$ cat src/rtl/mem_access.sv
// mem_access: LOAD/STORE stage over a req/ack data memory; define MEM_MISALIGN_EXC_EN to trap misaligned H/W accesses.
// Latency 1 cycle for pass-through, >=2 for memory; stall_out holds execute for the whole outstanding access.
module mem_access #(
    parameter int ADDR_W = 32,
    parameter int DATA_W = 32,
    parameter int EX_W   = 4
) (
    input  logic              clk,
    input  logic              reset,
    input  logic              pipeline_in_valid,
    input  logic [4:0]        opcode_in,
    input  logic [2:0]        funct_in,
    input  logic              nop_instr_in,
    input  logic [EX_W-1:0]   exception_in,
    input  logic              exception_in_valid,
    input  logic [DATA_W-1:0] result,
    input  logic [ADDR_W-1:0] store_addr,
    input  logic [4:0]        rd_addr_in,
    input  logic              flush_in,
    output logic              stall_out,
    output logic              dmem_req,
    output logic              dmem_we,
    output logic [ADDR_W-1:0] dmem_addr,
    output logic [DATA_W-1:0] dmem_wdata,
    output logic [3:0]        dmem_be,
    input  logic              dmem_ack,
    input  logic [DATA_W-1:0] dmem_rdata,
    output logic              pipeline_out_valid,
    output logic [4:0]        rd_addr_out,
    output logic [DATA_W-1:0] wb_data,
    output logic              wb_en,
    output logic [EX_W-1:0]   exception_out,
    output logic              exception_out_valid
);

    localparam logic [4:0] OP_LOAD  = 5'b00000;
    localparam logic [4:0] OP_STORE = 5'b01000;

`ifdef MEM_MISALIGN_EXC_EN
    localparam bit MISALIGN_EXC = 1'b1;
`else
    localparam bit MISALIGN_EXC = 1'b0;
`endif

    typedef enum logic {IDLE, BUSY} state_t;

    state_t            state_q, state_d;
    logic              stall_q, stall_d;
    logic              req_q, req_d;
    logic              we_q, we_d;
    logic [ADDR_W-1:0] addr_q, addr_d;
    logic [DATA_W-1:0] wdata_q, wdata_d;
    logic [3:0]        be_q, be_d;
    logic [2:0]        funct_q, funct_d;
    logic [1:0]        lane_q, lane_d;
    logic              ld_en_q, ld_en_d;
    logic              out_vld_q, out_vld_d;
    logic [4:0]        rd_q, rd_d;
    logic [DATA_W-1:0] wb_data_q, wb_data_d;
    logic              wb_en_q, wb_en_d;
    logic [EX_W-1:0]   exc_q, exc_d;
    logic              exc_vld_q, exc_vld_d;

    logic              capture, is_load, is_store, is_mem, misaligned;
    logic [ADDR_W-1:0] mem_addr;
    logic [3:0]        req_be;
    logic [DATA_W-1:0] req_wdata, ld_val;
    logic [7:0]        ld_byte;
    logic [15:0]       ld_half;

    assign capture  = pipeline_in_valid && !flush_in && (state_q == IDLE);
    assign is_load  = (opcode_in == OP_LOAD);
    assign is_store = (opcode_in == OP_STORE);
    assign is_mem   = (is_load || is_store) && !nop_instr_in && !exception_in_valid;
    assign mem_addr = is_store ? store_addr : result[ADDR_W-1:0];

    // funct[1:0] encodes access size for both loads and stores; funct[2] is the unsigned flag
    always_comb begin
        req_be     = 4'b1111;
        req_wdata  = result;
        misaligned = 1'b0;
        case (funct_in[1:0])
            2'b00: begin
                req_be    = 4'b0001 << mem_addr[1:0];
                req_wdata = {(DATA_W/8){result[7:0]}};
            end
            2'b01: begin
                req_be     = mem_addr[1] ? 4'b1100 : 4'b0011;
                req_wdata  = {(DATA_W/16){result[15:0]}};
                misaligned = mem_addr[0];
            end
            default: misaligned = |mem_addr[1:0];
        endcase
    end

    assign ld_byte = dmem_rdata[{lane_q, 3'b000} +: 8];
    assign ld_half = dmem_rdata[{lane_q[1], 4'b0000} +: 16];

    always_comb begin
        ld_val = dmem_rdata;
        case (funct_q[1:0])
            2'b00:   ld_val = funct_q[2] ? {{(DATA_W-8){1'b0}}, ld_byte}
                                         : {{(DATA_W-8){ld_byte[7]}}, ld_byte};
            2'b01:   ld_val = funct_q[2] ? {{(DATA_W-16){1'b0}}, ld_half}
                                         : {{(DATA_W-16){ld_half[15]}}, ld_half};
            default: ld_val = dmem_rdata;
        endcase
    end

    always_comb begin
        state_d   = state_q;
        stall_d   = stall_q;
        req_d     = req_q;
        we_d      = we_q;
        addr_d    = addr_q;
        wdata_d   = wdata_q;
        be_d      = be_q;
        funct_d   = funct_q;
        lane_d    = lane_q;
        ld_en_d   = ld_en_q;
        rd_d      = rd_q;
        wb_data_d = wb_data_q;
        exc_d     = exc_q;
        out_vld_d = 1'b0;
        wb_en_d   = 1'b0;
        exc_vld_d = 1'b0;
        case (state_q)
            IDLE: begin
                if (capture) begin
                    rd_d = rd_addr_in;
                    if (is_mem && !(MISALIGN_EXC && misaligned)) begin
                        state_d = BUSY;
                        stall_d = 1'b1;
                        req_d   = 1'b1;
                        we_d    = is_store;
                        addr_d  = {mem_addr[ADDR_W-1:2], 2'b00};
                        be_d    = req_be;
                        wdata_d = is_store ? req_wdata : '0;
                        funct_d = funct_in;
                        lane_d  = mem_addr[1:0];
                        ld_en_d = is_load && (rd_addr_in != 5'd0);
                    end else begin
                        out_vld_d = 1'b1;
                        wb_data_d = result;
                        exc_d     = exception_in;
                        exc_vld_d = exception_in_valid;
                        wb_en_d   = !nop_instr_in && !exception_in_valid && !is_store
                                    && (rd_addr_in != 5'd0);
                        // only reachable for memory ops when misaligned accesses trap
                        if (is_mem) begin
                            exc_vld_d = 1'b1;
                            exc_d     = is_load ? EX_W'(4) : EX_W'(6);
                            wb_en_d   = 1'b0;
                        end
                    end
                end
            end
            BUSY: begin
                if (dmem_ack) begin
                    state_d   = IDLE;
                    stall_d   = 1'b0;
                    req_d     = 1'b0;
                    out_vld_d = 1'b1;
                    wb_en_d   = ld_en_q;
                    wb_data_d = we_q ? '0 : ld_val;
                    exc_d     = '0;
                end
            end
            default: state_d = IDLE;
        endcase
    end

    always_ff @(posedge clk or posedge reset) begin
        if (reset) begin
            state_q   <= IDLE;
            stall_q   <= 1'b0;
            req_q     <= 1'b0;
            we_q      <= 1'b0;
            addr_q    <= '0;
            wdata_q   <= '0;
            be_q      <= '0;
            funct_q   <= '0;
            lane_q    <= '0;
            ld_en_q   <= 1'b0;
            out_vld_q <= 1'b0;
            rd_q      <= '0;
            wb_data_q <= '0;
            wb_en_q   <= 1'b0;
            exc_q     <= '0;
            exc_vld_q <= 1'b0;
        end else begin
            state_q   <= state_d;
            stall_q   <= stall_d;
            req_q     <= req_d;
            we_q      <= we_d;
            addr_q    <= addr_d;
            wdata_q   <= wdata_d;
            be_q      <= be_d;
            funct_q   <= funct_d;
            lane_q    <= lane_d;
            ld_en_q   <= ld_en_d;
            out_vld_q <= out_vld_d;
            rd_q      <= rd_d;
            wb_data_q <= wb_data_d;
            wb_en_q   <= wb_en_d;
            exc_q     <= exc_d;
            exc_vld_q <= exc_vld_d;
        end
    end

    assign stall_out           = stall_q;
    assign dmem_req            = req_q;
    assign dmem_we             = we_q;
    assign dmem_addr           = addr_q;
    assign dmem_wdata          = wdata_q;
    assign dmem_be             = be_q;
    assign pipeline_out_valid  = out_vld_q;
    assign rd_addr_out         = rd_q;
    assign wb_data             = wb_data_q;
    assign wb_en               = wb_en_q;
    assign exception_out       = exc_q;
    assign exception_out_valid = exc_vld_q;

endmodule
$ cat config.mk
export PLATFORM = sky130hd
export DESIGN_NAME = mem_access
export DESIGN_NICKNAME = d
export VERILOG_FILES = /design/src/rtl/mem_access.sv
export SDC_FILE = /design/constraint.sdc
export NUM_CORES = 1
export LEC_CHECK = 0
export ABC_AREA = 1
export BUFFER_PORTS_ARGS = -buffer_cell sky130_fd_sc_hd__buf_4
export CAP_MARGIN = 5
export CELL_PAD_IN_SITES_DETAIL_PLACEMENT = 2
export CELL_PAD_IN_SITES_GLOBAL_PLACEMENT = 2
export CORE_UTILIZATION = 24
export DETAILED_ROUTE_END_ITERATION = 12
export HOLD_SLACK_MARGIN = 0.1
export PLACE_DENSITY_LB_ADDON = 0.1
export SLEW_MARGIN = 20
export SYNTH_ARGS = -nofsm -noshare
export SYNTH_HDL_FRONTEND = slang
export SYNTH_SLANG_ARGS = --single-unit
$ cat constraint.sdc
create_clock -name clk -period 3.6 [get_ports clk]
set_input_delay 0.36 -clock clk [delete_from_list [all_inputs] [get_ports clk]]
set_output_delay 0.36 -clock clk [all_outputs]
set_load 0.02 [all_outputs]
# Word-level counts from Yosys, hierarchy flattened
# Cells that the tools add are included.
# totals
regBits	119
inputBits	120
out_inout_bits	115
# classes
eq_ne	7
shifts	3
muxes	36
bitwise	1
n_reduce_logical	21
# ops
operator	n
$mux W32	8
$pmux W32 S2	3
$shiftx A32 B6 Y16	1
$shiftx A32 B6 Y8	1
$mux W4	4
$pmux W4 S2	2
$mux W1	15
$reduce_and A3 Y1	3
$logic_and A1 B1 Y1	8
$ne A2 B2 Y1 const B	4
$pmux W1 S2	4
$eq A5 B4 Y1 const B	1
$logic_not A5 Y1	1
$reduce_bool A5 Y1	1
$eq A2 B1 Y1 const B	2
$logic_not A1 Y1	4
$logic_not A2 Y1	2
$shl A1 B2 Y4 const A	1
$reduce_and A2 Y1	1
$logic_or A1 B1 Y1	1
$not A1 Y1	1

# Longest topological paths before layout
# Gate-level depths: netlist (run 1).
# depth
word_depth	7
depth_mapped	12
depth_no_buf	11

# Worst setup path before layout (run 1)
# OpenSTA, ideal clock, no wires.
# synth_path
path_type	flip-flop to flip-flop
startpoint	register state_q
endpoint	register addr_q[2], in the netlist dmem_addr[2]
arrival_time_ps	1347
t_required_ps	3476
setup_slack_ps	2129
path_stages_with_launch	9
n_path_buf	2
synth_period_minus_slack_ps	1471
path_cell_list	dfrtp_1 > nor2_1 > nand2_2 > inv_4 > nand3_2 > buf_2 > buf_2 > a21oi_1 > a21oi_1
# synth_via
elab_chain_len	3
# synth_lines
element	line_no	source
from (decl)	47	state_t state_q, state_d;
from (signal assigned)	192	state_q <= state_d;
$not A1 Y1 (no line) (*)	-	
$logic_and A1 B1 Y1	71	assign capture = pipeline_in_valid && !flush_in && (state_q == IDLE);
$reduce_and A3 Y1 (no line) (*)	-	
to (signal assigned)	196	addr_q <= addr_d;
to (decl)	51	logic [ADDR_W-1:0] addr_q, addr_d;
# Mark *: on every way between the ends. The rest lies on a longest branch, timed or not.
# A chain may end at the register's enable or synchronous reset.

# Worst setup path after layout (run 1)
# layout_path
startpoint	register state_q
endpoint	register be_q[1], in the netlist dmem_be[1]
# layout_via
elab_chain_len	3
# layout_lines
element	line_no	source
$not A1 Y1 (no line) (*)	-	
$logic_and A1 B1 Y1	71	
$reduce_and A3 Y1 (no line) (*)	-	
to (signal assigned)	181	be_q <= '0;
to (signal assigned)	198	be_q <= be_d;
to (decl)	53	logic [3:0] be_q, be_d;
# Marks and branches as above.

==> impl_results.md, run 1 <==
* Run status: finished, final reports clean
* RSZ-0062 raised after global routing: false
* Boundary pin count at 235
* Sum of negative setup slack at 0 ns
* Largest net degree at the start of global routing at 120
* DIE AREA at 0.02640 sq mm
* Maximum buffer depth of the clock tree at 2
* Area fraction in and, or, nand and nor cells after synthesis at 22.24%
* Total of fill cells in the finished design at 2957
* Register area share after synthesis at 48.17%
* Crit end category: register
* Total Nets Final at 1137
* Gpl congestion at 0.7846
* Min-Delay Path Class: in2async
* Number of rows in the core area at 58
* Max-slew violation count at 0
* Combinational family with the most area after synthesis: simple AND/OR/NAND/NOR gates
* Count of port buffers added during placement at 232
* Post-synthesis cell count at 809
* Final min period at 2.393 ns
* Setup violations, final at 0
* Finished layout cell area at 0.008777 sq mm
* Power density normalized to cell area at 513.4 mW/mm^2
* Worst vdd rail ir drop at 0.0002377 V
* Via Count at 6419
* Overall routed net length at 27.25 mm
* Count of buffers added by post-CTS timing repair for setup at 0
* Multiplexer share of the synthesized area at 0.1619%
* WP data required at 3.90 ns
* TritonCTS clock tree: done
* Post-Place Setup Slack at 1.139 ns
* Hpwl dp at 20.34 mm
* Global route overflow at 0
* Avg Cell Area, Syn at 7.642 sq um
* Adder-cell share of the synthesized area at 0%
* Cell count of the worst reg-to-reg path at 8
* Buffer type at the clock tree root: sky130_fd_sc_hd__clkbuf_16
* Die W at 162.5 um
* Synth unique cells at 36
* Share of post-route cells with drive strength above 1 at 28.25%
* Area added between synthesis and finish at 41.98%
* Final worst slack at 1.207 ns
* Number of warnings issued by yosys at 0
* Ant diodes at 0
* GR Util All Layers at 21.36%
* Vias per inst at 4.720
* CTS clock-pin slew for the worst setup and hold paths at 0.06 ns
* Total cell area at the placement stage at 0.008122 sq mm
* DR DRC count at 0
* Core area at 0.02525 sq mm
* Die height at 162.5 um
* MaxCap Viol Count at 0
* Worst hold margin at 0.08887 ns
* Clock buffers created by TritonCTS at 17
* Final core utilization at 34.76%
* Transition time of the tightest slew-check pin at 0.8817 ns
* Initial DRC count at 322
* Pwr Total at 4.507 mW
* Area of the mapped netlist at 0.006182 sq mm
* Number of cells in the finished layout apart from fillers at 1360
* Flip-flop and latch area at 0.002978 sq mm
* Max-slew headroom at the worst pin at 41.22%
* Number of buffers inserted by hold repair at cts at 0
* Tcrit/Tclk final at 66.48%
* Number of cells in the design after placement at 1328
* Source-to-sink clock delay at the later pin of the worst-skew pair at 0.42 ns
* Synth Area in XOR/XNOR at 0%
* Biggest fanout along the worst timing path at 75
* Post-synthesis compound-gate area fraction at 20.79%
* Maximum frequency from static timing analysis at 417.8 MHz
* Total leakage power at 4.405 nW
* Routed WL per cell at 20.04 um
* Vias in the first global route at 7003
* Initial core utilization at 24.48%
* Number of optimization iterations in the first detailed-route pass at 4
* Num Clock Sinks at 119
* Post-CTS sizing at 0
* Combined area of the multi-input logic cells at 0.002680 sq mm
* Number of endpoints with negative hold slack in the final report at 0
* Type of the setup path with the least slack: reg2reg
* Register-to-register path setup slack at 1.21 ns
* Largest clock skew in the final design at 0.009745 ns
* CTS HTree Levels at 4
* Type of origin of the critical path: register
* First-pass GRT wire length at 41.97 mm
* Synth Register Bits at 119
* Initial antenna violation count at 0
* Arrival time worst endpoint at 2.69 ns
* Number of routed nets with antenna violations at 0
==> area by class of cell <==
| cell class | instances | share of cell area [%] |
|---|---|---|
| clock inverter | 14 | 2.552 |
| timing repair buffer | 238 | 20.50 |
| tap | 330 | 4.704 |
| inverter | 64 | 2.894 |
| multi-input combinational | 577 | 30.53 |
| sequential | 119 | 33.93 |
| clock buffer | 18 | 4.890 |
==> cells in the mapped netlist <==
| master | instances | area share (%) |
|---|---|---|
| sky130_fd_sc_hd__nor2_1 | 97 | 5.9 |
| sky130_fd_sc_hd__o22ai_1 | 1 | 0.10 |
| sky130_fd_sc_hd__dfrtp_1 | 119 | 48 |
| sky130_fd_sc_hd__nand3_2 | 1 | 0.16 |
| sky130_fd_sc_hd__o221ai_1 | 6 | 0.85 |
| sky130_fd_sc_hd__nor2_2 | 1 | 0.10 |
| sky130_fd_sc_hd__nand2_4 | 3 | 0.55 |
| sky130_fd_sc_hd__buf_4 | 6 | 0.73 |
| sky130_fd_sc_hd__buf_2 | 19 | 1.5 |
| sky130_fd_sc_hd__a31oi_1 | 2 | 0.20 |
| sky130_fd_sc_hd__buf_6 | 6 | 1.1 |
| sky130_fd_sc_hd__clkinv_1 | 2 | 0.12 |
| sky130_fd_sc_hd__o21bai_1 | 1 | 0.12 |
| sky130_fd_sc_hd__nand2_1 | 188 | 11 |
| sky130_fd_sc_hd__a21boi_1 | 1 | 0.12 |
| sky130_fd_sc_hd__mux2i_1 | 1 | 0.16 |
| sky130_fd_sc_hd__o211ai_1 | 7 | 0.85 |
| sky130_fd_sc_hd__o31ai_1 | 2 | 0.24 |
| sky130_fd_sc_hd__clkinv_2 | 1 | 0.081 |
| sky130_fd_sc_hd__nand2_2 | 4 | 0.40 |
| sky130_fd_sc_hd__inv_2 | 3 | 0.18 |
| sky130_fd_sc_hd__a21oi_1 | 126 | 10 |
| sky130_fd_sc_hd__nand3_1 | 36 | 2.9 |
| sky130_fd_sc_hd__nor2_4 | 2 | 0.36 |
| sky130_fd_sc_hd__clkinv_4 | 1 | 0.14 |
| sky130_fd_sc_hd__inv_1 | 55 | 3.3 |
| sky130_fd_sc_hd__conb_1 | 1 | 0.061 |
| sky130_fd_sc_hd__a21boi_0 | 16 | 1.9 |
| sky130_fd_sc_hd__nor3_2 | 1 | 0.16 |
| sky130_fd_sc_hd__o21ai_1 | 5 | 0.40 |
| sky130_fd_sc_hd__nor3_1 | 1 | 0.081 |
| sky130_fd_sc_hd__clkbuf_1 | 19 | 1.2 |
| sky130_fd_sc_hd__or2_1 | 1 | 0.10 |
| sky130_fd_sc_hd__or2_2 | 1 | 0.10 |
| sky130_fd_sc_hd__o21ai_0 | 71 | 5.7 |
| sky130_fd_sc_hd__inv_4 | 2 | 0.20 |
==> power breakdown <==
group          switching (mW)  internal (mW)
clock network           0.688           1.24
logic                   0.582          0.393
registers               0.122           1.49
==> routing by layer <==
layer / track usage (%) / vias to the layer above / routed length, um
li1: - / 3068 / -
met1: 27.60 / 3171 / 12070
met2: 35.76 / 159 / 13380
met3: 5.297 / 21 / 1471
met4: 4.674 / 0 / 331
met5: 0 / - / 0
==> path summary, 6_finish.rpt <==
kind | start | end
worst max-delay path | state_q | dmem_be[1]
worst min-delay path | reset | dmem_addr[8]
worst max register to register | state_q | dmem_be[1]
worst min register to register | dmem_wdata[29] | dmem_wdata[29]
max in group asynchronous | reset | wb_data[22]
min in group clk | dmem_ack | state_q
==> registers in the layout (all words and copies together) (netlist names) <==
register	flops
dmem_req	1
lane_q	2
exception_out	4
ld_en_q	1
wb_en	1
pipeline_out_valid	1
wb_data	32
funct_q	3
dmem_wdata	32
dmem_be	4
exception_out_valid	1
dmem_addr	30
rd_addr_out	5
dmem_we	1
state_q	1
==> cell usage in the layout (no fill, tap or decap), types with 16 or more instances in the layout <==
cell / count
sky130_fd_sc_hd__dfrtp_1: 119
sky130_fd_sc_hd__buf_4: 237
sky130_fd_sc_hd__nand3_1: 36
sky130_fd_sc_hd__inv_1: 54
sky130_fd_sc_hd__o21ai_0: 71
sky130_fd_sc_hd__nand2_1: 187
sky130_fd_sc_hd__nor2_1: 97
sky130_fd_sc_hd__a21oi_1: 126
sky130_fd_sc_hd__clkbuf_16: 17
sky130_fd_sc_hd__a21boi_0: 16
==> critical path: stages (launching register included) <==
cell and delay (ns):
sky130_fd_sc_hd__dfrtp_1 0.62, sky130_fd_sc_hd__nor2_1 0.13, sky130_fd_sc_hd__nand2_2 0.20, sky130_fd_sc_hd__inv_4 0.09
sky130_fd_sc_hd__nand3_2 0.10, sky130_fd_sc_hd__buf_4 0.64, sky130_fd_sc_hd__nor2_1 0.15, sky130_fd_sc_hd__nor2_1 0.21
sky130_fd_sc_hd__o21ai_1 0.09
==> logic make-up after synthesis <==
family	Yosys count
buffers and inverters	114
AOI/OAI and AO/OA	238
muxes	1
other	1
DFF	119
and+or+nand+nor	336
No activity file was read; power rests on OpenSTA's default activity.
==> inputs of run 2 (changes only) <==
--- a/config.mk
+++ b/config.mk
@@ -10,7 +10,7 @@
 export CAP_MARGIN = 5
 export CELL_PAD_IN_SITES_DETAIL_PLACEMENT = 2
 export CELL_PAD_IN_SITES_GLOBAL_PLACEMENT = 2
-export CORE_UTILIZATION = 24
+export CORE_UTILIZATION = 27
 export DETAILED_ROUTE_END_ITERATION = 12
 export HOLD_SLACK_MARGIN = 0.1
 export PLACE_DENSITY_LB_ADDON = 0.1
==> constraint.sdc (replaced) <==
create_clock -name clk -period 2.3 [get_ports clk]
set_input_delay 0.23 -clock clk [delete_from_list [all_inputs] [get_ports clk]]
set_output_delay 0.23 -clock clk [all_outputs]
set_load 0.02 [all_outputs]
==> run 2 against run 1 <==
Against the previous run:
- flip-flop and latch count is the same
- global-route usage grew 2.9 points
- largest power group unchanged
- core utilization grew 7.1 points
- via count grew 4.1%
- power grew 59%
- clock skew grew 0.0027 ns
- register-to-register slack lost 0.80 ns
- wire length grew 2.2%
- clock power grew 58%
- cell count grew 0.37%
- die area shrank 11%
- hold slack gained 0.029 ns
==> impl_results.md, run 2 (synthesis results as in run 1) <==
* Boundary pin count at 235
* MaxCap Viol Count at 0
* Type of origin of the critical path: register
* Largest clock skew in the final design at 0.01242 ns
* Number of rows in the core area at 54
* Tcrit/Tclk final at 82.49%
* Die W at 153.3 um
* Vias per inst at 4.895
* Vias in the first global route at 7238
* Die height at 153.3 um
* Leading cell types in the layout, fill and taps excluded: sky130_fd_sc_hd__buf_4 (245), sky130_fd_sc_hd__nand2_1 (188), sky130_fd_sc_hd__a21oi_1 (126)
* Combined area of the multi-input logic cells at 0.002678 sq mm
* Initial DRC count at 233
* Post-Place Setup Slack at 0.4321 ns
* Largest net degree at the start of global routing at 120
* Number of routed nets with antenna violations at 0
* Via Count at 6682
* RSZ-0062 raised after global routing: false
* Worst hold margin at 0.1174 ns
* Number of buffers inserted by hold repair at cts at 44
* Sum of negative setup slack at 0 ns
* Maximum buffer depth of the clock tree at 2
* Most common cell after layout, fill and taps aside: sky130_fd_sc_hd__buf_4
* Total of fill cells in the finished design at 2552
* Setup violations, final at 0
* Total leakage power at 4.645 nW
* Count of buffers added by post-CTS timing repair for setup at 0
* Type of the setup path with the least slack: reg2reg
* Biggest fanout along the worst timing path at 29
* DR DRC count at 0
* Ant diodes at 0
* Final worst slack at 0.4028 ns
* Flip-flop and latch area at 0.002978 sq mm
* Number of endpoints with negative hold slack in the final report at 0
* Num Clock Sinks at 119
* DIE AREA at 0.02351 sq mm
* Transition time of the tightest slew-check pin at 0.7237 ns
* First-pass GRT wire length at 42.96 mm
* Run status: finished, final reports clean
* GR Util All Layers at 24.29%
* Routed WL per cell at 20.40 um
* Hpwl dp at 20.24 mm
* Post-CTS sizing at 0
* Power density normalized to cell area at 772.0 mW/mm^2
* WP data required at 2.64 ns
* Overall routed net length at 27.84 mm
* Global route overflow at 0
* Count of port buffers added during placement at 232
* Area added between synthesis and finish at 50.11%
* Final core utilization at 41.88%
* Worst vdd rail ir drop at 0.0004766 V
* Buffer type at the clock tree root: sky130_fd_sc_hd__clkbuf_16
* CTS clock-pin slew for the worst setup and hold paths at 0.06 ns
* Initial antenna violation count at 0
* Clock buffers created by TritonCTS at 17
* Source-to-sink clock delay at the later pin of the worst-skew pair at 0.42 ns
* TritonCTS clock tree: done
* Max-slew violation count at 0
* Maximum frequency from static timing analysis at 527.1 MHz
* Min-Delay Path Class: in2reg
* Core area at 0.02216 sq mm
* Number of optimization iterations in the first detailed-route pass at 4
* Initial core utilization at 27.90%
* Final min period at 1.897 ns
* Max-slew headroom at the worst pin at 51.75%
* CTS HTree Levels at 4
* Total Nets Final at 1192
* Share of post-route cells with drive strength above 1 at 27.74%
* Arrival time worst endpoint at 2.24 ns
* Gpl congestion at 0.8058
* Crit end category: register
==> run 2: changes by cell type in the layout (fill, tap and decap cells not counted), moves of 3 or more <==
| cell | delta |
|---|---|
| sky130_fd_sc_hd__dlygate4sd3_1 | +44 |
| sky130_fd_sc_hd__clkinv_4 | -3 |
| sky130_fd_sc_hd__clkinvlp_4 | +3 |
| sky130_fd_sc_hd__buf_4 | +8 |
| sky130_fd_sc_hd__buf_12 | +3 |
==> run 2: worst max-delay path: stages (launching register included) <==
cell and delay, ns:
sky130_fd_sc_hd__dfrtp_1 0.39, sky130_fd_sc_hd__nor2_1 0.14, sky130_fd_sc_hd__nand2_2 0.16, sky130_fd_sc_hd__inv_4 0.15, sky130_fd_sc_hd__nand3_2 0.26, sky130_fd_sc_hd__inv_2 0.27, sky130_fd_sc_hd__buf_12 0.21, sky130_fd_sc_hd__nor2_1 0.07
sky130_fd_sc_hd__a21oi_1 0.14
==> run 2: through the flow <==
step	cell area, sq um	std cells	total power [mW]
6_report	9280	1365	7.164
5_1_grt	9280	1365	7.473
4_1_cts	9280	1365	7.230
3_5_place_dp	8180	1289	4.122
3_3_place_gp	8180	1289	4.084
2_1_floorplan	6190	810	3.306
==> run 2: report_power, final <==
| part | switching (mW) | internal (mW) | leakage (nW) |
|---|---|---|---|
| registers | 0.180 | 2.33 | 1.51 |
| logic | 0.952 | 0.678 | 2.82 |
| clock network | 1.06 | 1.97 | 0.311 |
==> run 2: cell type report <==
type / count / area share, %
Clock buffer: 19 / 4.773
Clock inverter: 13 / 2.332
Inverter: 64 / 2.750
Multi-Input combinational cell: 577 / 28.85
Sequential cell: 119 / 32.09
Tap cell: 280 / 3.775
Timing Repair Buffer: 293 / 25.43
==> run 2: path summary, 6_finish.rpt <==
check / slack [ns] / cells past startpoint / start / end
max in group asynchronous: 1.22 / 4 / reset / wb_data[16]
setup / recovery: 0.40 / 8 / state_q / dmem_addr[10]
hold / removal: 0.12 / 3 / result[4] / dmem_addr[4]
setup reg to reg: 0.40 / 8 / state_q / dmem_addr[10]
hold reg to reg: 0.49 / 2 / dmem_wdata[27] / dmem_wdata[27]
min in group asynchronous: 0.50 / 4 / reset / dmem_addr[6]
==> run 2: metal layers <==
layer	vias up	part of all wire, %	track usage (%)
li1	3171	-	-
met5	-	0	0
met4	0	1.7	7.552
met1	3297	44	30.86
met2	186	49	41.20
met3	28	4.8	4.990
==> inputs of run 3 (changes only) <==
--- a/config.mk
+++ b/config.mk
@@ -10,7 +10,7 @@
 export CAP_MARGIN = 5
 export CELL_PAD_IN_SITES_DETAIL_PLACEMENT = 2
 export CELL_PAD_IN_SITES_GLOBAL_PLACEMENT = 2
-export CORE_UTILIZATION = 27
+export CORE_UTILIZATION = 24
 export DETAILED_ROUTE_END_ITERATION = 12
 export HOLD_SLACK_MARGIN = 0.1
 export PLACE_DENSITY_LB_ADDON = 0.1
==> constraint.sdc (replaced) <==
create_clock -name clk -period 1.6 [get_ports clk]
set_input_delay 0.16 -clock clk [delete_from_list [all_inputs] [get_ports clk]]
set_output_delay 0.16 -clock clk [all_outputs]
set_load 0.02 [all_outputs]
==> run 3 against run 2 <==
Against the previous run:
- core utilization is 1.9 points lower
- via count up 4.9%
- global-route usage fell by 1.2 points
- die area up 12%
- non-clock buffer count grew 59
- clock skew down 0.0010 ns
- clock power rose by 38%
- clock-buffer cell count rose by 1
- register-to-register slack worse by 0.33 ns
- design area rose by 8.7%
- largest cell class is now non-clock buffers
- highest routed layer unchanged
==> impl_results.md, run 3 (synthesis results as in run 1) <==
* Register-to-register path setup slack at 0.07 ns
* Area added between synthesis and finish at 63.19%
* Initial core utilization at 24.48%
* Ant diodes at 0
* Number of routed nets with antenna violations at 0
* Internal power of the cells at 7.030 mW
* TritonCTS clock tree: done
* R2r endpoint: dmem_addr[30]
* GR Util All Layers at 23.09%
* DIE AREA at 0.02640 sq mm
* Total Nets Final at 1251
* Post-Place Setup Slack at 0.01865 ns
* Critical path buffer and inverter count at 4
* RSZ-0062 raised after global routing: true
* Die W at 162.5 um
* Worst path top cell family by delay: buffers and inverters
* Global route overflow at 0
* Maximum buffer depth of the clock tree at 2
* Number of rows in the core area at 58
* Clock buffers created by TritonCTS at 17
* Overall routed net length at 30.80 mm
* Vias in the first global route at 7746
* First-pass GRT wire length at 45.58 mm
* Switching portion of total power at 31.91%
* Number of endpoints with negative hold slack in the final report at 0
* CTS HTree Levels at 4
* Core area at 0.02525 sq mm
* Max-slew violation count at 0
* Hpwl dp at 21.49 mm
* WP data required at 1.92 ns
* Biggest fanout along the worst timing path at 32
* Leading cell types in the layout, fill and taps excluded: sky130_fd_sc_hd__buf_4 (257), sky130_fd_sc_hd__nand2_1 (185), sky130_fd_sc_hd__a21oi_1 (122)
* Pwr Total at 10.33 mW
* Num Clock Sinks at 119
* Initial antenna violation count at 0
* Part of the power in combinational logic at 24.8%
* Type of origin of the critical path: input pin
* MaxCap Viol Count at 0
* Total of fill cells in the finished design at 2865
* Total leakage power at 4.974 nW
* Buffer type at the clock tree root: sky130_fd_sc_hd__clkbuf_16
* GR Layer Usage met1 at 28.55%
* Setup violations, final at 0
* Proportion of power drawn by the clock network at 40.6%
* Part of the power in registers at 34.7%
* Gpl congestion at 0.7852
* Die height at 162.5 um
* Grt peak-use layer: met2
* Power spent charging and discharging nets at 3.295 mW
* Count of cells along the worst hold path at 3
* Number of optimization iterations in the first detailed-route pass at 5
* End of the worst hold path: funct_q[0]
* Largest net degree at the start of global routing at 68
* Worst hold margin at 0.09395 ns
* Power density normalized to cell area at 1023 mW/mm^2
* Final worst slack at 0.05840 ns
* Boundary pin count at 235
* Max-slew headroom at the worst pin at 60.75%
* Tcrit/Tclk final at 96.35%
* Worst r2r src: state_q
* Maximum frequency from static timing analysis at 648.7 MHz
* Type of the setup path with the least slack: in2reg
* Share of post-route cells with drive strength above 1 at 30.07%
* Most common cell after layout, fill and taps aside: sky130_fd_sc_hd__buf_4
* Launch instance of the worst min-delay path: funct_in[0]
* Series of cell instances along the critical path: dlygate4sd3_1, buf_4, nor2_2, nand3_4, inv_2, nand2_1, buf_12, o21ai_0
* DR DRC count at 0
* Source-to-sink clock delay at the later pin of the worst-skew pair at 0.43 ns
* Count of buffers added by post-CTS timing repair for setup at 0
* Arrival time worst endpoint at 1.86 ns
* Initial DRC count at 306
* Cell count of the worst reg-to-reg path at 9
* Count of port buffers added during placement at 232
* GR Util met3 at 4.966%
* Via Count at 7011
* Vias per inst at 4.756
* GRT met2 Usage at 40.29%
* Final min period at 1.542 ns
* Largest clock skew in the final design at 0.01141 ns
* Critical Path Max Stage Delay at 0.54 ns
* Routed WL per cell at 20.89 um
* CP max-delay cell: sky130_fd_sc_hd__dlygate4sd3_1
* Transition time of the tightest slew-check pin at 0.5826 ns
* Crit end category: register
* Min-Delay Path Class: in2reg
* Run status: finished, final reports clean
* Worst vdd rail ir drop at 0.0005110 V
* CTS clock-pin slew for the worst setup and hold paths at 0.06 ns
==> run 3: cell count changes in the layout (fill, tap and decap cells not counted), sizes merged <==
cell / delta
buf: +24
bufinv: -2
clkbuf: +4
clkinv: +1
dlygate4sd3: +32
==> run 3: layer usage <==
| layer | up-vias | wire (um) |
|---|---|---|
| met5 | - | 0 |
| met4 | 0 | 507 |
| li1 | 3298 | - |
| met2 | 184 | 15420 |
| met3 | 33 | 1655 |
| met1 | 3496 | 13210 |
==> run 3: per-stage QoR <==
stage | utilization [%] | instances | instance area [sq um] | TNS, ns
6_report | 39.95 | 1474 | 10090 | 0
3_3_place_gp | 33.72 | 1362 | 8516 | 0
4_1_cts | 39.25 | 1470 | 9912 | 0
5_1_grt | 39.95 | 1474 | 10090 | -0.07906
2_1_floorplan | - | 810 | 6190 | -1.828
3_5_place_dp | 33.72 | 1362 | 8516 | 0
==> run 3: final cells by class <==
class	count	area (sq um)	area share, %
Timing Repair Buffer	352	3054	30.27
Sequential cell	119	2978	29.52
Multi-Input combinational cell	577	2748	27.24
Clock buffer	20	466.7	4.626
Tap cell	330	412.9	4.093
Inverter	64	264.0	2.617
Clock inverter	12	165.2	1.637
==> run 3: worst max-delay path by stage <==
| stage | end | cells after the start | start |
|---|---|---|---|
| floorplan | dmem_addr[10] | 1 | reset |
| global placement | funct_q[0] | 7 | state_q |
| detailed placement | wb_data[4] | 7 | lane_q[1] |
| CTS | wb_data[30] | 6 | state_q |
| global route | dmem_wdata[29] | 8 | opcode_in[4] |
| finish | dmem_wdata[29] | 8 | opcode_in[4] |
==> run 3: what timing repair did <==
action	4_1_cts	5_1_grt
endpoints found under the hold margin	173	0
hold buffers	76	0
setup endpoints to repair	1	67
pin swaps	0	1
gates resized for setup	1	31
gates cloned	0	4
==> run 3: worst min-delay path, delay by kind of cell <==
kind	cells	cell delay, ns
buffers and inverters	2	0.20
AO/OA/AOI/OAI	1	0.10
==> run 3: power groups by stage <==
stage	combinational [mW]	clock, mW	sequential [mW]
5_1_grt	2.77	4.39	3.62
2_1_floorplan	0.796	0	3.96
6_report	2.56	4.19	3.58
4_1_cts	2.54	4.26	3.58
3_5_place_dp	2.38	0	3.63
3_3_place_gp	2.35	0	3.62
